===== src/rtl/gradient_pkg.sv =====
// Shared types for the gradient stream controller.
// No logic; parameters and typedefs only.
// Not applicable (no handshakes).
package gradient_pkg;

    localparam int DATA_WIDTH_DEF = 12;

    // Sideband carried around the fixed-latency pipeline.
    typedef struct packed {
        logic sof;
        logic eol;
    } sband_t;

    typedef enum logic [1:0] {
        IDLE  = 2'd0,
        RUN   = 2'd1,
        FLUSH = 2'd2
    } state_t;

endpackage


===== src/rtl/sync_fwft_fifo.sv =====
// Single-clock first-word-fall-through FIFO with synchronous clear.
// Head is visible the cycle after a push into an empty FIFO; pop is same-cycle.
// No internal backpressure: pushes when full and pops when empty are ignored.
module sync_fwft_fifo #(
    parameter int WIDTH = 8,
    parameter int DEPTH = 16
) (
    input  logic             clk,
    input  logic             rst_n,
    input  logic             clr,
    input  logic             push,
    input  logic [WIDTH-1:0] push_dat,
    input  logic             pop,
    output logic [WIDTH-1:0] head_dat,
    output logic             empty
);

    localparam int AW = $clog2(DEPTH);
    localparam logic [AW:0] FULL_CNT = (AW+1)'(DEPTH);

    logic [WIDTH-1:0] mem [DEPTH];
    logic [AW:0]      wr_ptr;
    logic [AW:0]      rd_ptr;
    logic             full;

    // Extra pointer bit distinguishes full from empty.
    assign empty    = (wr_ptr == rd_ptr);
    assign full     = ((wr_ptr - rd_ptr) == FULL_CNT);
    assign head_dat = mem[rd_ptr[AW-1:0]];

    // Pointer update; clear wins over any push/pop in the same cycle.
    always_ff @(posedge clk) begin
        if (!rst_n || clr) begin
            wr_ptr <= '0;
            rd_ptr <= '0;
        end else begin
            if (push && !full) begin
                wr_ptr <= wr_ptr + 1'b1;
            end
            if (pop && !empty) begin
                rd_ptr <= rd_ptr + 1'b1;
            end
        end
    end

    // Storage write; contents need no reset since reads are gated by empty.
    always_ff @(posedge clk) begin
        if (push && !full) begin
            mem[wr_ptr[AW-1:0]] <= push_dat;
        end
    end

endmodule


===== src/rtl/gradient_stream_ctrl.sv =====
// AXI4-Stream wrapper around a fixed-latency, non-stallable gradient magnitude pipeline.
// Issue to the pipeline 1 cycle after accept; output follows pipeline latency plus 1 FIFO cycle.
// Pixels are admitted only while output credits remain, so the result FIFO never overflows.
module gradient_stream_ctrl
    import gradient_pkg::*;
#(
    parameter int DATA_WIDTH = DATA_WIDTH_DEF,
    parameter int FIFO_DEPTH = 16,
    parameter int CNT_WIDTH  = $clog2(FIFO_DEPTH) + 1
) (
    input  logic                    clk,
    input  logic                    rst_n,
    input  logic                    enable,
    input  logic                    flush,
    input  logic                    s_tvalid,
    output logic                    s_tready,
    input  logic [2*DATA_WIDTH-1:0] s_tdata,
    input  logic                    s_tuser,
    input  logic                    s_tlast,
    output logic                    grad_in_valid,
    output logic [DATA_WIDTH-1:0]   grad_gx,
    output logic [DATA_WIDTH-1:0]   grad_gy,
    input  logic                    grad_out_valid,
    input  logic [DATA_WIDTH-1:0]   grad_out_data,
    output logic                    m_tvalid,
    input  logic                    m_tready,
    output logic [DATA_WIDTH-1:0]   m_tdata,
    output logic                    m_tuser,
    output logic                    m_tlast,
    output logic                    busy,
    output logic [15:0]             frame_cnt,
    output logic                    err
);

    localparam logic [CNT_WIDTH-1:0] DEPTH_CNT = CNT_WIDTH'(FIFO_DEPTH);

    state_t                  state;
    logic [CNT_WIDTH-1:0]    reserved;
    logic [CNT_WIDTH-1:0]    in_flight;
    logic                    accept;
    logic                    out_hs;
    logic                    ret_live;
    logic                    res_push;
    logic                    res_empty;
    logic                    sb_empty;
    logic [DATA_WIDTH-1:0]   res_head;
    sband_t                  sb_head;
    sband_t                  sb_push_dat;

    // Credits count every admitted beat until it leaves the output port.
    assign s_tready = (state == RUN) && (reserved < DEPTH_CNT);
    assign accept   = s_tvalid && s_tready;
    assign m_tvalid = !res_empty && (state != FLUSH);
    assign out_hs   = m_tvalid && m_tready;

    // A return only counts when something was actually issued.
    assign ret_live = grad_out_valid && (in_flight != '0);
    assign res_push = ret_live && (state != FLUSH);

    assign m_tdata  = m_tvalid ? res_head : '0;
    assign m_tuser  = m_tvalid && sb_head.sof;
    assign m_tlast  = m_tvalid && sb_head.eol;
    assign busy     = (in_flight != '0) || !res_empty || !sb_empty;

    assign sb_push_dat.sof = s_tuser;
    assign sb_push_dat.eol = s_tlast;

    // Control FSM; flush overrides everything and FLUSH waits for the pipeline to empty.
    always_ff @(posedge clk) begin
        if (!rst_n) begin
            state <= IDLE;
        end else if (flush) begin
            state <= FLUSH;
        end else begin
            case (state)
                IDLE:    if (enable) state <= RUN;
                RUN:     if (!enable) state <= IDLE;
                FLUSH:   if (in_flight == '0) state <= enable ? RUN : IDLE;
                default: state <= IDLE;
            endcase
        end
    end

    // Output credit tracking; flush returns all credits since both FIFOs are emptied.
    always_ff @(posedge clk) begin
        if (!rst_n || flush) begin
            reserved <= '0;
        end else begin
            case ({accept, out_hs})
                2'b10:   reserved <= reserved + 1'b1;
                2'b01:   reserved <= reserved - 1'b1;
                default: reserved <= reserved;
            endcase
        end
    end

    // Beats inside the pipeline; survives flush so late results can be recognised and dropped.
    always_ff @(posedge clk) begin
        if (!rst_n) begin
            in_flight <= '0;
        end else begin
            case ({accept, ret_live})
                2'b10:   in_flight <= in_flight + 1'b1;
                2'b01:   in_flight <= in_flight - 1'b1;
                default: in_flight <= in_flight;
            endcase
        end
    end

    // Registered issue into the pipeline, one cycle after accept.
    always_ff @(posedge clk) begin
        if (!rst_n) begin
            grad_in_valid <= 1'b0;
            grad_gx       <= '0;
            grad_gy       <= '0;
        end else begin
            grad_in_valid <= accept;
            if (accept) begin
                grad_gx <= s_tdata[DATA_WIDTH-1:0];
                grad_gy <= s_tdata[2*DATA_WIDTH-1:DATA_WIDTH];
            end
        end
    end

    // Sticky error: unexpected pipeline result while running, or lost sideband alignment.
    always_ff @(posedge clk) begin
        if (!rst_n) begin
            err <= 1'b0;
        end else if ((grad_out_valid && (in_flight == '0) && (state == RUN)) ||
                     (!res_empty && sb_empty)) begin
            err <= 1'b1;
        end
    end

    // Count frames as their SOF beat leaves the output.
    always_ff @(posedge clk) begin
        if (!rst_n) begin
            frame_cnt <= '0;
        end else if (out_hs && sb_head.sof) begin
            frame_cnt <= frame_cnt + 16'd1;
        end
    end

    sync_fwft_fifo #(
        .WIDTH (DATA_WIDTH),
        .DEPTH (FIFO_DEPTH)
    ) u_res_fifo (
        .clk      (clk),
        .rst_n    (rst_n),
        .clr      (flush),
        .push     (res_push),
        .push_dat (grad_out_data),
        .pop      (out_hs),
        .head_dat (res_head),
        .empty    (res_empty)
    );

    sync_fwft_fifo #(
        .WIDTH (2),
        .DEPTH (FIFO_DEPTH)
    ) u_sb_fifo (
        .clk      (clk),
        .rst_n    (rst_n),
        .clr      (flush),
        .push     (accept),
        .push_dat (sb_push_dat),
        .pop      (out_hs),
        .head_dat (sb_head),
        .empty    (sb_empty)
    );

endmodule


===== config.mk =====
export PLATFORM = sky130hd
export DESIGN_NAME = gradient_stream_ctrl
export DESIGN_NICKNAME = d
export VERILOG_FILES = /design/src/rtl/gradient_pkg.sv /design/src/rtl/sync_fwft_fifo.sv /design/src/rtl/gradient_stream_ctrl.sv
export SDC_FILE = /design/constraint.sdc
export NUM_CORES = 1
export LEC_CHECK = 0
export ABC_AREA = 1
export BUFFER_PORTS_ARGS = -buffer_cell sky130_fd_sc_hd__buf_2
export CORE_ASPECT_RATIO = 0.75
export CORE_MARGIN = 2
export CORE_UTILIZATION = 50
export DETAILED_ROUTE_END_ITERATION = 10
export GPL_TIMING_DRIVEN = 0
export MAX_ROUTING_LAYER = met4
export PLACE_DENSITY = 0.71
export SLEW_MARGIN = 10
export SYNTH_ARGS = -nofsm -noshare
export SYNTH_HDL_FRONTEND = slang
export SYNTH_SLANG_ARGS = --single-unit

===== constraint.sdc =====
create_clock -name clk -period 2.73 [get_ports clk]
set_input_delay 0.1365 -clock clk [delete_from_list [all_inputs] [get_ports clk]]
set_output_delay 0.1365 -clock clk [all_outputs]
set_load 0.1 [all_outputs]

==> impl_metrics.env <==
export IMPL_crit_path_frequent_cell="nand3_1"
export IMPL_die_x_um=192
export IMPL_cp_start_kind="register"
export IMPL_yosys_top_cells_area="edfxtp_1, dfxtp_1, nand2_1"
export IMPL_critPathRequiredTime_ns=2.59
export IMPL_dp_slack_ns=-0.502
export IMPL_setup_viol_count_final=0
export IMPL_crit_family="buffers and inverters"
export IMPL_viasPerCell=5.51
export IMPL_start_util=0.510
export IMPL_cts_tree="yes"
export IMPL_portBuffers=103
export IMPL_yosysTopAreaCell="edfxtp_1"
export IMPL_period_minus_slack_ns=2.73
export IMPL_setup_slack_ns=0.000256
export IMPL_cts_max_level=1
export IMPL_cts_buffers=29
export IMPL_clk_path_buf_depth=3
export IMPL_coreArea_um2=26000
export IMPL_ys_seq_area_frac=0.630
export IMPL_power_density_nw_per_um2=737
export IMPL_stdcell_area_um2=16300
export IMPL_io_pins=104
export IMPL_routed_wl_mm=34.4
export IMPL_p_switching_mw=3.75
export IMPL_drc=0
export IMPL_slew_limit_headroom=0.503
export IMPL_placed_area_um2=14400
export IMPL_fin_worst_skew_ns=0.0161
export IMPL_grt_max_degree=17
export IMPL_clockPowerShare=0.332
export IMPL_rows=51
export IMPL_highest_layer="met4"
export IMPL_yosysUniqueCellTypes=38
export IMPL_ys_warn_count=0
export IMPL_r2r_cells=16
export IMPL_worstMarginPinSlew_ns=0.745
export IMPL_critPathKind="reg -> out"
export IMPL_grt_ovfl_total=0
export IMPL_hold_viol_final=0
export IMPL_seq_power_share=0.436
export IMPL_path_cells="buf_2 -> clkinvlp_4 -> buf_4 -> clkbuf_4 -> nand2_1 -> nand3_1 -> nand3_1 -> a31oi_2 -> buf_6"
export IMPL_drt_iter0_drc=1395
export IMPL_crit_fanout=10
export IMPL_vdd_drop_max_v=0.000665
export IMPL_drt_pre_antenna_iters=6
export IMPL_synth_seq_cells=306
export IMPL_path_buf_inv=5
export IMPL_nets=1592
export IMPL_synthCells=1332
export IMPL_gp_congestion=0.894
export IMPL_combinationalPowerShare=0.232
export IMPL_synth_area_per_cell_um2=9.97
export IMPL_cts_sinks=306
export IMPL_p_int_mw=8.26
export IMPL_p_total_mw=12.0
export IMPL_synth_nets=1405
export IMPL_synth_area_um2=13300
export IMPL_critPathCaptureType="output pin"
export IMPL_die_h_um=145
export IMPL_routedWlPerCell_um=18.2
export IMPL_slew_viol_final=0
export IMPL_rsz0062_at_grt="true"
export IMPL_wl_met3_mm=3.51
export IMPL_die_area_um2=27900
export IMPL_route_vias_total=10384
export IMPL_cp_depth=9
export IMPL_synth_top_cell_area_share=0.506
export IMPL_drive_above_1_share=0.193
export IMPL_max_cap_violations=0
export IMPL_power_leakage_nw=6.25
export IMPL_grt_usage=0.251
export IMPL_crit_slowest_cell="a31oi_2"
export IMPL_root_buffer="clkbuf_16"
export IMPL_grt_pass1_vias=9787
export IMPL_hold_path_class="in -> reg"
export IMPL_clk_latency_ns=0.56
export IMPL_status="finished clean"
export IMPL_wl_met1_mm=14.7
export IMPL_cp_arrival_ns=2.59
export IMPL_min_path_cells=3
export IMPL_ant_nets=0
export IMPL_cpPeakStageDelay_ns=0.31
export IMPL_antenna_found_initial=1
export IMPL_final_min_period_over_clock_period=1.00
export IMPL_grt_first_pass_wirelength_mm=52.7
export IMPL_clk_pin_slew_ns=0.06
export IMPL_power_switching_share=0.312
export IMPL_dpl_hpwl_mm=22.6
export IMPL_syn2layout_area_growth_pct=22.7
export IMPL_wl_met2_mm=15.6
export IMPL_fmax_ghz=0.366
## power by group through the flow
| stage | logic (mW) | clock network (mW) | registers (mW) |
|---|---|---|---|
| floorplan | 1.63 | 0 | 5.56 |
| global placement | 2.37 | 0 | 5.33 |
| detailed placement | 2.42 | 0 | 5.34 |
| CTS | 2.61 | 4.02 | 5.24 |
| global route | 2.97 | 4.23 | 5.25 |
| finish | 2.78 | 3.99 | 5.24 |
## cells in the final DEF, fill, tap and decap left out, types with 14 or more instances in the layout
| master | n |
|---|---|
| nand2_1 | 335 |
| edfxtp_1 | 224 |
| nand3_1 | 177 |
| nor2_1 | 108 |
| buf_2 | 104 |
| dfxtp_1 | 76 |
| inv_1 | 71 |
| a21oi_1 | 64 |
| o21ai_0 | 34 |
| dlygate4sd3_1 | 31 |
| clkbuf_16 | 30 |
| ha_1 | 20 |
| nor3_1 | 19 |
| clkbuf_1 | 19 |
| buf_6 | 17 |
| buf_4 | 17 |
| clkbuf_2 | 16 |
| nor2_4 | 15 |
| xor2_1 | 15 |
| nand4_1 | 14 |
## final cells by class
type,instances,area [um2]
timing repair buffer,156,1220
fill,2049,9740
antenna,1,2.50
multi-input combinational,880,4610
buffer,61,383
inverter,85,334
sequential,306,8380
clock inverter,9,98.8
clock buffer,44,843
tap,344,430
## state kept, by name, indices dropped and copies added, names as in the netlist, named ones only
signal and count:
u_sb_fifo.mem 32, state 2, frame_cnt 16, u_res_fifo.mem 192, reserved 5, grad_in_valid 1
grad_gy 12, in_flight 5, grad_gx 12, u_sb_fifo.rd_ptr 5, u_res_fifo.wr_ptr 5, u_sb_fifo.wr_ptr 5
u_res_fifo.rd_ptr 5, err 1
## per-layer routing
metal,track usage,up-vias
met5,-,-
met4,0.0485,0
met3,0.0634,65
met2,0.370,450
met1,0.355,4937
li1,-,4932
## cells by family (layout without fill, tap and decap cells)
| kind of cell | after synthesis | after routing | synth area share |
|---|---|---|---|
| simple gates | 699 | 699 | 0.227 |
| flops | 306 | 306 | 0.630 |
| buf+inv | 146 | 355 | 0.0477 |
| compound gates | 130 | 130 | 0.0529 |
| fa+ha+maj | 28 | 28 | 0.0269 |
| xor+xnor | 23 | 23 | 0.0157 |
| other cells | 0 | 1 | 0 |
## worst min-delay path, stage by stage
cell and delay, ns:
buf_2 0.12, clkinv_1 0.18, a21oi_1 0.06
## Yosys cell counts
library cell and count:
nor3_1 19, nand3_2 2, nor3_2 2, buf_4 5, nand2_1 342, nand3b_1 3
clkbuf_1 27, a31oi_1 14, inv_1 77, edfxtp_1 224, a21oi_1 65, nor4_1 1
xnor2_1 6, o21ai_1 2, dfxtp_1 82, buf_1 7, clkinv_1 3, ha_1 27
o21bai_1 5, a21o_1 2, a22oi_1 7, nand2_2 1, buf_6 6, buf_2 16
xor2_1 16, fa_1 1, xnor2_2 1, nor2_1 125, nand3_1 179, inv_2 4
or2_2 1, inv_4 1, nor2_4 1, nand4_1 14, nor2_2 5, o21ai_0 35
and3_1 1, nand3_4 3
## worst paths after layout
path                             start           to  slack [ns]
hold / removal                   rst_n          err       0.001
hold reg to reg             grad_gy[5]   grad_gy[5]        0.49
setup reg to reg  u_res_fifo.wr_ptr[0]  reserved[2]        0.17
setup / recovery              register  m_tdata[10]      0.0003
## per-stage QoR
step | TNS (ns) | hold slack, ns | std cells | util
floorplan | -0.263 | 0.235 | 1332 | -
CTS | -3.71 | 0.00427 | 1869 | 0.612
detailed placement | -71.36 | 0.382 | 1779 | 0.551
global placement | -50.11 | 0.374 | 1779 | 0.551
finish | 0 | 0.00140 | 1886 | 0.626
global route | -0.266 | 0.0155 | 1886 | 0.626
## timing repair
action	in CTS	in global routing
endpoints found under the hold margin	87	0
hold buffers	31	0
buffers inserted	6	16
gates resized for setup	64	68
endpoints found under the setup margin	208	184
pin swaps	5	16
No activity file was read; power rests on OpenSTA's default activity.
